[config.mk]
export PLATFORM = sky130hd
export DESIGN_NAME = uart_tx_arbiter_flat
export DESIGN_NICKNAME = d
export VERILOG_FILES = /design/src/rtl/uart_pkg.sv /design/src/rtl/uart_tx_arbiter_if.sv /design/src/rtl/uart_tx_arbiter_rr_pick.sv /design/src/rtl/uart_tx_arbiter.sv /design/src/flat_wrapper.sv
export SDC_FILE = /design/constraint.sdc
export NUM_CORES = 1
export LEC_CHECK = 0
export CORE_MARGIN = 3
export CORE_UTILIZATION = 30
export CTS_CLUSTER_SIZE = 28
export DETAILED_ROUTE_END_ITERATION = 8
export PLACE_DENSITY = 0.63
export SKIP_CTS_REPAIR_TIMING = 1
export SYNTH_ARGS = -nofsm -noshare
export SYNTH_HDL_FRONTEND = slang
export SYNTH_SLANG_ARGS = --single-unit
[constraint.sdc]
create_clock -name clk -period 2.9 [get_ports clk]
set_clock_uncertainty 0.1 [all_clocks]
set_input_delay 0.58 -clock clk [delete_from_list [all_inputs] [get_ports clk]]
set_output_delay 0.58 -clock clk [all_outputs]
set_load 0.03 [all_outputs]
[src/rtl/uart_pkg.sv]
// Shared definitions for the UART transmit arbiter.
//   state_t     : arbiter FSM encoding (3 bits)
//   UART_DATA_W : width of one transmitted byte
package uart_pkg;

  localparam int UART_DATA_W = 8;

  typedef enum logic [2:0] {
    ST_IDLE      = 3'd0,
    ST_LAUNCH    = 3'd1,
    ST_WAIT_DONE = 3'd2,
    ST_DONE      = 3'd3,
    ST_ABORT     = 3'd4
  } state_t;

endpackage

[src/rtl/uart_tx_arbiter_if.sv]
// Bundle between the byte sources, the arbiter and the UART transmitter.
//   req/req_data : level requests and per-requester bytes (byte i at [8i+7:8i])
//   ack/err      : one-cycle completion / abort pulses back to requesters
//   tx_start/tx_data/tx_busy : transmitter handshake
//   active       : arbiter not idle
// master = arbiter side, slave = requesters + transmitter side.
interface uart_tx_arbiter_if
  import uart_pkg::*;
#(
  parameter int NUM_REQ = 4
);
  logic [NUM_REQ-1:0]             req;
  logic [NUM_REQ*UART_DATA_W-1:0] req_data;
  logic [NUM_REQ-1:0]             ack;
  logic [NUM_REQ-1:0]             err;
  logic                           tx_start;
  logic [UART_DATA_W-1:0]         tx_data;
  logic                           tx_busy;
  logic                           active;

  modport master (
    input  req, req_data, tx_busy,
    output ack, err, tx_start, tx_data, active
  );

  modport slave (
    output req, req_data, tx_busy,
    input  ack, err, tx_start, tx_data, active
  );
endinterface

[src/rtl/uart_tx_arbiter_rr_pick.sv]
// rr_pick: combinational round-robin priority encoder.
//   req   : request vector
//   ptr   : highest-priority index this round
//   valid : some request is set
//   index : first set request at or after ptr, wrapping around
module rr_pick #(
  parameter int N  = 4,
  parameter int PW = (N > 1) ? $clog2(N) : 1
) (
  input  logic [N-1:0]  req,
  input  logic [PW-1:0] ptr,
  output logic          valid,
  output logic [PW-1:0] index
);
  int j;

  // Walk offsets from farthest to nearest so the nearest hit to ptr wins.
  always_comb begin
    valid = 1'b0;
    index = '0;
    j     = 0;
    for (int k = N - 1; k >= 0; k--) begin
      j = int'(ptr) + k;
      if (j >= N) j = j - N;
      if (req[j[PW-1:0]]) begin
        valid = 1'b1;
        index = PW'(j);
      end
    end
  end
endmodule

[src/rtl/uart_tx_arbiter.sv]
// uart_tx_arbiter: shares one UART transmitter between NUM_REQ byte sources.
// Grants round-robin, launches the byte, follows tx_busy through the frame
// and pulses ack (frame done) or err (start/frame timeout) to the winner.
//   clk, rst : clock, synchronous active-high reset
//   bus      : uart_tx_arbiter_if master modport (requesters + transmitter)
module uart_tx_arbiter
  import uart_pkg::*;
#(
  parameter int NUM_REQ       = 4,
  parameter int START_TIMEOUT = 4096,
  parameter int FRAME_TIMEOUT = 65535
) (
  input  logic                  clk,
  input  logic                  rst,
  uart_tx_arbiter_if.master     bus
);
  localparam int PW   = (NUM_REQ > 1) ? $clog2(NUM_REQ) : 1;
  localparam int TMAX = (START_TIMEOUT > FRAME_TIMEOUT) ? START_TIMEOUT : FRAME_TIMEOUT;
  localparam int CW   = (TMAX > 1) ? $clog2(TMAX) : 1;
  localparam logic [CW-1:0] START_LAST = CW'(START_TIMEOUT - 1);
  localparam logic [CW-1:0] FRAME_LAST = CW'(FRAME_TIMEOUT - 1);
  localparam logic [PW-1:0] LAST_IDX   = PW'(NUM_REQ - 1);

  state_t                 state, state_nx;
  logic [PW-1:0]          ptr, ptr_nx;
  logic [PW-1:0]          sel, sel_nx;
  logic [CW-1:0]          cnt, cnt_nx, cnt_inc;
  logic                   tx_start_q, tx_start_nx;
  logic [UART_DATA_W-1:0] tx_data_q, tx_data_nx;
  logic                   pick_vld;
  logic [PW-1:0]          pick_idx;
  logic [PW-1:0]          ptr_after;

  logic [NUM_REQ-1:0][UART_DATA_W-1:0] req_bytes;
  assign req_bytes = bus.req_data;

  rr_pick #(.N(NUM_REQ), .PW(PW)) u_pick (
    .req   (bus.req),
    .ptr   (ptr),
    .valid (pick_vld),
    .index (pick_idx)
  );

  // Saturating so a long stall can never wrap back under the limit.
  assign cnt_inc   = (cnt == '1) ? cnt : cnt + CW'(1);
  assign ptr_after = (sel == LAST_IDX) ? '0 : sel + PW'(1);

  always_ff @(posedge clk) begin
    if (rst) begin
      state      <= ST_IDLE;
      ptr        <= '0;
      sel        <= '0;
      cnt        <= '0;
      tx_start_q <= 1'b0;
      tx_data_q  <= '0;
    end else begin
      state      <= state_nx;
      ptr        <= ptr_nx;
      sel        <= sel_nx;
      cnt        <= cnt_nx;
      tx_start_q <= tx_start_nx;
      tx_data_q  <= tx_data_nx;
    end
  end

  always_comb begin
    state_nx    = state;
    ptr_nx      = ptr;
    sel_nx      = sel;
    cnt_nx      = cnt;
    tx_start_nx = tx_start_q;
    tx_data_nx  = tx_data_q;
    case (state)
      ST_IDLE: begin
        // Capture the winner's byte now; its req_data is not looked at again.
        if (pick_vld) begin
          sel_nx      = pick_idx;
          tx_data_nx  = req_bytes[pick_idx];
          tx_start_nx = 1'b1;
          cnt_nx      = '0;
          state_nx    = ST_LAUNCH;
        end
      end
      ST_LAUNCH: begin
        if (bus.tx_busy) begin
          tx_start_nx = 1'b0;
          cnt_nx      = '0;
          state_nx    = ST_WAIT_DONE;
        end else if (cnt == START_LAST) begin
          tx_start_nx = 1'b0;
          cnt_nx      = '0;
          state_nx    = ST_ABORT;
        end else begin
          cnt_nx = cnt_inc;
        end
      end
      ST_WAIT_DONE: begin
        if (!bus.tx_busy) begin
          cnt_nx   = '0;
          state_nx = ST_DONE;
        end else if (cnt == FRAME_LAST) begin
          cnt_nx   = '0;
          state_nx = ST_ABORT;
        end else begin
          cnt_nx = cnt_inc;
        end
      end
      ST_DONE, ST_ABORT: begin
        ptr_nx   = ptr_after;
        state_nx = ST_IDLE;
      end
      default: state_nx = ST_IDLE;
    endcase
  end

  // ack/err decode straight from the terminal states: one bit, one cycle.
  always_comb begin
    bus.ack = '0;
    bus.err = '0;
    if (state == ST_DONE)  bus.ack[sel] = 1'b1;
    if (state == ST_ABORT) bus.err[sel] = 1'b1;
  end

  assign bus.tx_start = tx_start_q;
  assign bus.tx_data  = tx_data_q;
  assign bus.active   = (state != ST_IDLE);

endmodule

[src/flat_wrapper.sv]
// flat-port wrapper written by rule: the top's interface ports become plain ports
module uart_tx_arbiter_flat import uart_pkg::*;
#(
  parameter int NUM_REQ       = 4,
  parameter int START_TIMEOUT = 4096,
  parameter int FRAME_TIMEOUT = 65535
)
  (clk, rst, bus_req, bus_req_data, bus_tx_busy, bus_ack, bus_err, bus_tx_start, bus_tx_data, bus_active);
  uart_tx_arbiter_if #(.NUM_REQ(NUM_REQ)) bus_i ();
  input  logic clk;
  input  logic rst;
  input wire logic [$bits(bus_i.req)-1:0] bus_req;
  input wire logic [$bits(bus_i.req_data)-1:0] bus_req_data;
  input wire logic [$bits(bus_i.tx_busy)-1:0] bus_tx_busy;
  output wire logic [$bits(bus_i.ack)-1:0] bus_ack;
  output wire logic [$bits(bus_i.err)-1:0] bus_err;
  output wire logic [$bits(bus_i.tx_start)-1:0] bus_tx_start;
  output wire logic [$bits(bus_i.tx_data)-1:0] bus_tx_data;
  output wire logic [$bits(bus_i.active)-1:0] bus_active;
  assign bus_i.req = bus_req;
  assign bus_i.req_data = bus_req_data;
  assign bus_i.tx_busy = bus_tx_busy;
  assign bus_ack = bus_i.ack;
  assign bus_err = bus_i.err;
  assign bus_tx_start = bus_i.tx_start;
  assign bus_tx_data = bus_i.tx_data;
  assign bus_active = bus_i.active;
  uart_tx_arbiter #(.NUM_REQ(NUM_REQ), .START_TIMEOUT(START_TIMEOUT), .FRAME_TIMEOUT(FRAME_TIMEOUT)) u_core (.clk(clk), .rst(rst), .bus(bus_i));
endmodule
==> flow_metrics.env <==
export IMPL_path_class="flop to output pin"
export IMPL_leakagePower_uw=0.000928
export IMPL_worstMarginPinSlew_ps=646
export IMPL_core_rowCount=28
export IMPL_fmax_mhz=381
export IMPL_relSlewSlack_pct=56.9
export IMPL_clk_pin_slew_ps=60
export IMPL_synth_warnings=0
export IMPL_hold_path_depth=2
export IMPL_vias=1830
export IMPL_grt_pass1_wl_mm=8.16
export IMPL_min_delay_start="u_core.bus.tx_data[3]"
export IMPL_area_growth_pct=38.9
export IMPL_cp_start_kind="flop"
export IMPL_die_x_microns=86.1
export IMPL_setup_worst_path_end_class="output pin"
export IMPL_initial_core_util_pct=31.8
export IMPL_clkLatencyLatePin_ps=280
export IMPL_clock_path_buffers=2
export IMPL_drtPass1Iterations=4
export IMPL_tns_ps=0
export IMPL_cts_inserted_buffers=5
export IMPL_synthFlopType="dfxtp_1"
export IMPL_n_antenna_cell=0
export IMPL_grt_pass1_vias=1805
export IMPL_timing_rr_end="u_core.cnt[5]"
export IMPL_die_h_microns=86.1
export IMPL_r2r_cells=4
export IMPL_core_sq_um=6060
export IMPL_synth_edff_count=0
export IMPL_synth_fa_ha_area_share_pct=3.90
export IMPL_drt_iter0_drc=79
export IMPL_netlist_instances=225
export IMPL_setup_violations=0
export IMPL_yosysTopAreaCell="dfxtp_1"
export IMPL_crit_fanout=9
export IMPL_synth_xor_area_share_pct=6.82
export IMPL_netlist_top_cells_area="dfxtp_1 (33%), mux2i_1 (10%), xnor2_1 (6.8%), nor2_1 (5.7%), nand3_1 (4.2%)"
export IMPL_fin_crit_ps=2620
export IMPL_final_hold_viol_count=0
export IMPL_ys_seq_elements=32
export IMPL_boundaryPins=57
export IMPL_synth_commonest_cells="dfxtp_1 (32), nor2_1 (29), mux2i_1 (20), nand3_1 (16), xnor2_1 (15)"
export IMPL_drive_above_1_share_pct=8.07
export IMPL_p_per_area_nw_per_um2=457
export IMPL_totalWireLength_mm=4.68
export IMPL_slew_viol_final=0
export IMPL_synth_mux_area_share_pct=10.4
export IMPL_ant_nets=0
export IMPL_cts_htree_levels=2
export IMPL_grt_setup_unrepaired="no"
export IMPL_worst_slack_ps=277
export IMPL_clock_sinks=32
export IMPL_netlist_area_sq_um=1930
export IMPL_antenna_found_initial=0
export IMPL_status="complete, no violations"
export IMPL_ys_types=42
export IMPL_ys_seq_area_share_pct=33.3
export IMPL_final_nets=329
export IMPL_cp_arrival_ps=1940
export IMPL_min_to="u_core.bus.tx_data[3]"
export IMPL_place_inst=352
export IMPL_cts_tree="built"
export IMPL_drc=0
export IMPL_synth_compound_area_share_pct=12.2
export IMPL_grtUsageTotal_pct=13.4
export IMPL_crit_required_ps=2220
export IMPL_synth_nets=270
export IMPL_rrSetupSlack_ps=690
export IMPL_cap_violations=0
export IMPL_place_hpwl_mm=3.57
export IMPL_post_synth_top_count_cell="dfxtp_1"
export IMPL_postSynthAreaPerCell_sq_um=8.56
export IMPL_finalPower_uw=1220
export IMPL_synth_simple_area_share_pct=27.9
export IMPL_grt_max_degree=18
export IMPL_clock_root_buffer="clkbuf_8"
export IMPL_hp_class="flop to flop"
export IMPL_vdd_drop_max_mv=0.229
export IMPL_wl_per_cell_microns=13.0
export IMPL_preCtsSetupSlack_ps=247
export IMPL_overflow=0
export IMPL_final_cells=360
export IMPL_avgViaCountPerCell=5.08
export IMPL_postLayoutCoreUtil_pct=44.1
export IMPL_place_congestion=0.852
export IMPL_port_buffers=56
export IMPL_async_reset_ff_share_pct=0
export IMPL_die_area_sq_um=7420
export IMPL_synth_top_family_by_area="simple AND/OR/NAND/NOR gates"
export IMPL_r2r_start="u_core.cnt[12]"
export IMPL_post_route_period_util_pct=90.4
export IMPL_synth_top_area_share_pct=33.3
-- state kept, by name, summed over array words and instances (netlist names) --
name                 count
u_core.cnt              16
u_core.bus.tx_data       8
u_core.state             3
u_core.ptr               2
u_core.sel               2
u_core.bus.tx_start      1
-- per-layer routing --
layer	vias to the layer above	GRT usage, %	wire [microns]
met5	-	0	0
met4	0	4.32	59
met3	7	3.36	263
met2	39	22.6	2300
met1	851	16.7	2060
li1	933	-	-
-- placed cells by master, fill, tap and decap left out, types with 3 or more instances in the layout --
master and count:
clkbuf_8 6, nand3_1 16, ha_1 6, nand2_1 6
nor2_1 29, nor4_1 8, clkdlybuf4s50_1 56, inv_1 7
nand4_1 7, and2_1 8, buf_4 10, mux2i_1 20
o221ai_1 8, nor3_1 10, dfxtp_1 32, a21oi_1 9
and4_1 3, xnor2_1 15
-- power by group --
| part | internal (uW) | switching, uW |
|---|---|---|
| logic | 175 | 199 |
| registers | 475 | 29.1 |
| clock network | 193 | 151 |
| total | 844 | 378 |
-- worst max-delay path by stage --
stage	slack, ps	endpoint	from
after floorplan	790	u_core.cnt[15]	bus_req[1]
after global placement	270	u_core.cnt[1]	bus_req[0]
after detailed placement	250	u_core.cnt[1]	bus_req[0]
after CTS	90	bus_err[0]	u_core.state[2]
after global routing	110	bus_err[0]	u_core.state[2]
final	280	bus_err[0]	u_core.state[2]
-- cell type report --
class                      count  area, sq um
clock buffer                   8         90.1
timing repair buffer          66          636
fill                         602         3390
sequential                    32          641
multi-input combinational    171         1180
inverter                       8         30.0
tap                           75         93.8
-- worst max-delay path, cell delays in order, from the launching register on --
cell,delay (ps)
dfxtp_1,490
nor3b_2,340
and2_1,170
clkdlybuf4s50_1,660
-- logic make-up after synthesis --
logic type / Yosys count
fa+ha+maj: 6
compound gates: 28
flops: 32
buf+inv: 22
xor+xnor: 15
mux: 20
simple gates: 102
-- per-stage QoR --
stage                     cell area [sq um]  hold WS, ps
final                                  2670          381
after global placement                 2580          364
after global routing                   2670          417
after floorplan                        1930          399
after detailed placement               2580          370
after CTS                              2670          388
Power figures use the tool's default switching activity.
